**src/rtl/node_pkg.sv**
```systemverilog
// Shared definitions for valid/ready node blocks.
package node_pkg;

    localparam int unsigned NODE_WIDTH = 32;

    // Error codes reserved for richer protocol reporting.
    typedef enum logic [1:0] {
        VR_ERR_NONE     = 2'd0,
        VR_ERR_RETRACT  = 2'd1,
        VR_ERR_DATA_CHG = 2'd2
    } vr_err_t;

    // Pointer width for an n-entry array, never less than one bit.
    function automatic int unsigned clog2_min1(input int unsigned n);
        int unsigned w;
        w = $clog2(n);
        return (w < 1) ? 1 : w;
    endfunction

endpackage

```
**src/rtl/vr_protocol_mon.sv**
```systemverilog
// Watches a valid/ready link and flags a sender that retracts valid or
// changes data while stalled. The flag is sticky until reset.
module vr_protocol_mon
    import node_pkg::*;
#(
    parameter int unsigned WIDTH = NODE_WIDTH
) (
    input  logic             clk,
    input  logic             rst,
    input  logic             valid,
    input  logic             ready,
    input  logic [WIDTH-1:0] data,
    output logic             err
);

    logic             stall_q;
    logic [WIDTH-1:0] data_q;
    logic             err_q;
    logic             violation_c;

    // A stall last cycle obliges the sender to hold valid and data now.
    always_comb begin
        violation_c = stall_q && (!valid || (data != data_q));
    end

    // History of the previous cycle plus the sticky error flag.
    always_ff @(posedge clk or posedge rst) begin
        if (rst) begin
            stall_q <= 1'b0;
            data_q  <= '0;
            err_q   <= 1'b0;
        end else begin
            stall_q <= valid && !ready;
            data_q  <= data;
            if (violation_c) begin
                err_q <= 1'b1;
            end
        end
    end

    assign err = err_q;

endmodule

```
**src/rtl/node_fifo_validready.sv**
```systemverilog
// First-word-fall-through elastic buffer between two valid/ready nodes,
// with an upstream handshake monitor.
module node_fifo_validready
    import node_pkg::*;
#(
    parameter  int unsigned WIDTH = NODE_WIDTH,
    parameter  int unsigned DEPTH = 4,
    localparam int unsigned CW    = $clog2(DEPTH) + 1
) (
    input  logic             clk,
    input  logic             rst,
    input  logic [WIDTH-1:0] data_in,
    input  logic             valid_up_in,
    output logic             ready_up_out,
    output logic [WIDTH-1:0] data_out,
    output logic             valid_down_out,
    input  logic             ready_down_in,
    output logic [CW-1:0]    count,
    output logic             full,
    output logic             empty,
    output logic             proto_err
);

    localparam int unsigned PW = clog2_min1(DEPTH);

    logic [WIDTH-1:0] mem_q [DEPTH];
    logic [PW-1:0]    wr_ptr_q, wr_ptr_d;
    logic [PW-1:0]    rd_ptr_q, rd_ptr_d;
    logic [CW-1:0]    count_q,  count_d;
    logic             ready_q,  ready_d;
    logic             full_q,   full_d;
    logic             empty_q,  empty_d;
    logic             up_fire_c;
    logic             down_fire_c;

    // Handshakes use only registered flags, so no input-to-output paths.
    assign up_fire_c   = valid_up_in && ready_q;
    assign down_fire_c = !empty_q && ready_down_in;

    // Next pointers, occupancy and status flags.
    always_comb begin
        wr_ptr_d = wr_ptr_q;
        rd_ptr_d = rd_ptr_q;
        count_d  = count_q;
        if (up_fire_c) begin
            wr_ptr_d = wr_ptr_q + PW'(1);
        end
        if (down_fire_c) begin
            rd_ptr_d = rd_ptr_q + PW'(1);
        end
        case ({up_fire_c, down_fire_c})
            2'b10:   count_d = count_q + CW'(1);
            2'b01:   count_d = count_q - CW'(1);
            default: count_d = count_q;
        endcase
        ready_d = (count_d != CW'(DEPTH));
        full_d  = (count_d == CW'(DEPTH));
        empty_d = (count_d == '0);
    end

    // Storage, pointers and flags; reset discards all contents.
    always_ff @(posedge clk or posedge rst) begin
        if (rst) begin
            for (int i = 0; i < int'(DEPTH); i++) begin
                mem_q[i] <= '0;
            end
            wr_ptr_q <= '0;
            rd_ptr_q <= '0;
            count_q  <= '0;
            ready_q  <= 1'b0;
            full_q   <= 1'b0;
            empty_q  <= 1'b1;
        end else begin
            if (up_fire_c) begin
                mem_q[wr_ptr_q] <= data_in;
            end
            wr_ptr_q <= wr_ptr_d;
            rd_ptr_q <= rd_ptr_d;
            count_q  <= count_d;
            ready_q  <= ready_d;
            full_q   <= full_d;
            empty_q  <= empty_d;
        end
    end

    // Upstream handshake monitor; purely observational.
    vr_protocol_mon #(
        .WIDTH (WIDTH)
    ) u_up_mon (
        .clk   (clk),
        .rst   (rst),
        .valid (valid_up_in),
        .ready (ready_q),
        .data  (data_in),
        .err   (proto_err)
    );

    assign ready_up_out   = ready_q;
    assign valid_down_out = !empty_q;
    assign data_out       = mem_q[rd_ptr_q];
    assign count          = count_q;
    assign full           = full_q;
    assign empty          = empty_q;

endmodule

```
**config.mk**
```make
export PLATFORM = sky130hd
export DESIGN_NAME = node_fifo_validready
export DESIGN_NICKNAME = d
export VERILOG_FILES = /design/src/rtl/node_pkg.sv /design/src/rtl/vr_protocol_mon.sv /design/src/rtl/node_fifo_validready.sv
export SDC_FILE = /design/constraint.sdc
export NUM_CORES = 1
export LEC_CHECK = 0
export ABC_AREA = 1
export BUFFER_PORTS_ARGS = -buffer_cell sky130_fd_sc_hd__buf_4
export CAP_MARGIN = 0
export CORE_AREA = 2 2 174 142
export CTS_BUF_LIST = sky130_fd_sc_hd__clkbuf_4
export CTS_CLUSTER_SIZE = 24
export DETAILED_ROUTE_END_ITERATION = 8
export DIE_AREA = 0 0 176 144
export PLACE_DENSITY = 0.59
export SYNTH_ARGS = -nofsm -noshare
export SYNTH_HDL_FRONTEND = slang
export SYNTH_SLANG_ARGS = --single-unit
export TNS_END_PERCENT = 30
```
**constraint.sdc**
```tcl
create_clock -name clk -period 7 [get_ports clk]
set_clock_uncertainty 0.2 [all_clocks]
set_input_delay 0 -clock clk [delete_from_list [all_inputs] [get_ports clk]]
set_output_delay 0 -clock clk [all_outputs]
set_load 0.05 [all_outputs]
```
==> results.py <==
metrics = {
    "outcome": {
        "status": "finished clean",
    },
    "global_routing": {
        "grt_overflow": 0,
        "antenna_found_initial": 0,
        "grt_start_max_net_pins": 113,
        "grt_pass1_wl_um": 29840,
        "grt_pass1_vias": 5721,
        "grt_util_all_layers_pct": 15.07,
    },
    "placement": {
        "detailed_place.area_um2": 8346,
        "place_inst": 1167,
        "preCtsSetupSlack_ps": 4750,
        "gp_congestion": 0.7271,
        "port-buffer-count": 75,
        "dp_hpwl_um": 10580,
    },
    "clocking": {
        "clk_latency_ps": 560,
        "cts_setup_buffers": 0,
        "clkTransAtPathRegs_ps": 150,
        "cts.sinks": 172,
        "cts_buffer_depth": 2,
        "cts_tree": "built",
        "htreeDepth": 4,
        "cts-root-buf": "clkbuf_4",
        "numCtsBuffers": 17,
    },
    "finish": {
        "finalNonFillerCells": 1266,
        "nFillCells": 2415,
        "finalNetCount": 977,
        "multi_input_area_um2": 2798,
        "final_cell_area_um2": 9304,
        "syn_to_final_growth_pct": 20.69,
        "num_antenna_cells": 0,
        "regArea_um2": 4307,
        "drive_gt1_share_pct": 20.46,
    },
    "detailed_routing": {
        "via_count": 5800,
        "wl_per_cell_um": 14.20,
        "drc": 0,
        "dr.pass1.iters": 4,
        "drtIter0Drc": 419,
        "route.antenna.remaining_nets": 0,
        "routed_wirelength_um": 17980,
        "vias_per_cell": 4.581,
    },
    "job": {
        "maxCapViolCount": 0,
    },
    "floorplan": {
        "dieArea_um2": 25340,
        "num_io_pins": 76,
        "die_w_um": 176,
        "core_um2": 23800,
        "initial_utilization_pct": 32.39,
        "fp-row-count": 51,
        "fp.dieH_um": 144,
    },
    "power": {
        "pwr_density_cell_nw_per_um2": 480.4,
        "p_leak_nw": 4.414,
        "power_w": 0.004469,
        "ir_drop_mv": 0.2705,
    },
    "yosys": {
        "yosysWarnings": 0,
        "netlist_area_um2": 7709,
        "syn_nets": 856,
        "yosysUniqueCellTypes": 26,
        "syn_inst": 814,
        "synth.avg_cell_area_um2": 9.470,
        "ys_ff_latch": 172,
        "yosysSeqAreaShare_pct": 55.85,
    },
    "sta": {
        "fin_crit_ps": 2744,
        "setup_ws_ps": 4256,
        "rsz0062_at_grt": "no",
        "final-setup-viol-count": 0,
        "worst_pin_slew_ps": 1127,
        "hold_viol_final": 0,
        "relSlewSlack_pct": 24.73,
        "maxSlewViolCount": 0,
        "max_freq_ghz": 0.3645,
        "fin_setup_tns_ps": 0,
        "finalCritPeriodShare_pct": 39.20,
    },
    "worst_setup_path": {
        "cp-end-kind": "primary output",
        "critPathKind": "reg2out",
        "start_kind": "flop",
        "crit_fanout": 65,
        "arrival_ps": 2540,
        "critPathRequiredTime_ps": 6800,
    },
    "worst_hold_path": {
        "hold_class": "in2async",
    },
}
-- cell usage in the layout, fill, tap and decap left out, types with 3 or more instances in the layout --
master,count
nand2_1,184
dfrtp_1,170
nor2_1,81
buf_4,79
o21ai_2,70
o21ai_0,69
dlygate4sd3_1,67
o21ai_1,59
inv_1,56
o22ai_1,32
clkbuf_4,18
xnor2_1,11
inv_2,6
nand4_1,5
ha_1,5
nand2_4,4
xor2_1,4
clkinv_1,4
a21oi_1,3
bufinv_16,3
clkinv_2,3
-- sequential cells by signal, summed over array words and instances, names as in the netlist --
| signal | flops |
|---|---|
| rd_ptr_q | 2 |
| count | 3 |
| ready_up_out | 1 |
| u_up_mon.stall_q | 1 |
| u_up_mon.data_q | 32 |
| u_up_mon.err | 1 |
| mem_q | 128 |
| full | 1 |
| wr_ptr_q | 2 |
| empty | 1 |
-- power breakdown --
part | switching, W | internal (W)
Sequential | 0.000189 | 0.00137
Combinational | 0.00159 | 0.000728
Clock | 0.000346 | 0.000246
Total | 0.00213 | 0.00234
-- logic make-up after synthesis --
family | count (synthesis) | synth area share (%)
and+or+nand+nor | 279 | 14.25
adders and majority gates | 6 | 1.071
AOI/OAI and AO/OA | 233 | 19.06
DFF | 172 | 55.85
xor gates and xnor gates | 16 | 1.915
buffers and inverters | 108 | 7.856
-- area by class of cell --
| class | count | share of cell area (%) |
|---|---|---|
| flip-flops and latches | 172 | 46.29 |
| multi-input cells | 534 | 30.07 |
| repair buffers | 146 | 13.58 |
| well taps | 318 | 4.276 |
| inverters | 64 | 2.690 |
| clock inverters | 14 | 1.641 |
| clock buffers | 18 | 1.452 |
-- per-layer routing --
metal  track usage [%]  share of wire [%]  vias to the layer above
met2             23.81                 44                       97
met4             3.523               0.59                        0
met1             21.17                 51                     2788
li1                  -                  -                     2908
met5                 0                  0                        -
met3             3.391                3.7                        7
-- synth_stat cells, drive strengths merged --
| cell | number | area, um^2 |
|---|---|---|
| a21oi | 3 | 15.01 |
| buf | 34 | 322.8 |
| clkbuf | 10 | 37.54 |
| dfrtp | 171 | 4279 |
| dfstp | 1 | 26.28 |
| fa | 1 | 20.02 |
| ha | 5 | 62.56 |
| inv | 64 | 245.2 |
| nand2 | 190 | 748.2 |
| nand3 | 2 | 10.01 |
| nand4 | 5 | 31.28 |
| nor2 | 81 | 304.0 |
| nor3 | 1 | 5.000 |
| o21ai | 198 | 1254 |
| o22ai | 32 | 200.2 |
| xnor2 | 12 | 112.6 |
| xor2 | 4 | 35.03 |
-- timing repair --
action	4_1_cts	5_1_grt
gates resized for setup	0	0
hold buffers	67	0
hold endpoints to repair	283	0
-- through the flow --
stage	hold WS, ps	util (%)
5_1_grt	47.67	39.09
3_5_place_dp	-76.56	35.06
4_1_cts	39.46	39.09
6_report	4.562	39.09
2_1_floorplan	-168.6	-
3_3_place_gp	-79.31	35.06
-- worst max-delay path, stage by stage (launching register included) --
cell and delay (ps):
dfrtp_2 420, inv_2 810, o21ai_0 190, o22ai_1 300, buf_4 260
-- path summary, 6_finish.rpt --
path	from	end	slack, ps	cells after the start
worst min register to register	u_up_mon.stall_q$_DFF_PP0_	u_up_mon.err$_DFFE_PP0P_	290	2
worst max-delay path	rd_ptr_q[0]$_DFFE_PP0N_	data_out[12]	4260	4
worst max register to register	empty$_DFF_PP1_	full$_DFF_PP0_	4770	10
max in group asynchronous	rst	rd_ptr_q[0]$_DFFE_PP0N_	5080	4
worst min-delay path	rst	mem_q[90]$_DFFE_PP0P_	5	3
min in group clk	data_in[21]	mem_q[117]$_DFFE_PP0P_	80	4
(Power assumes the default switching activity.)
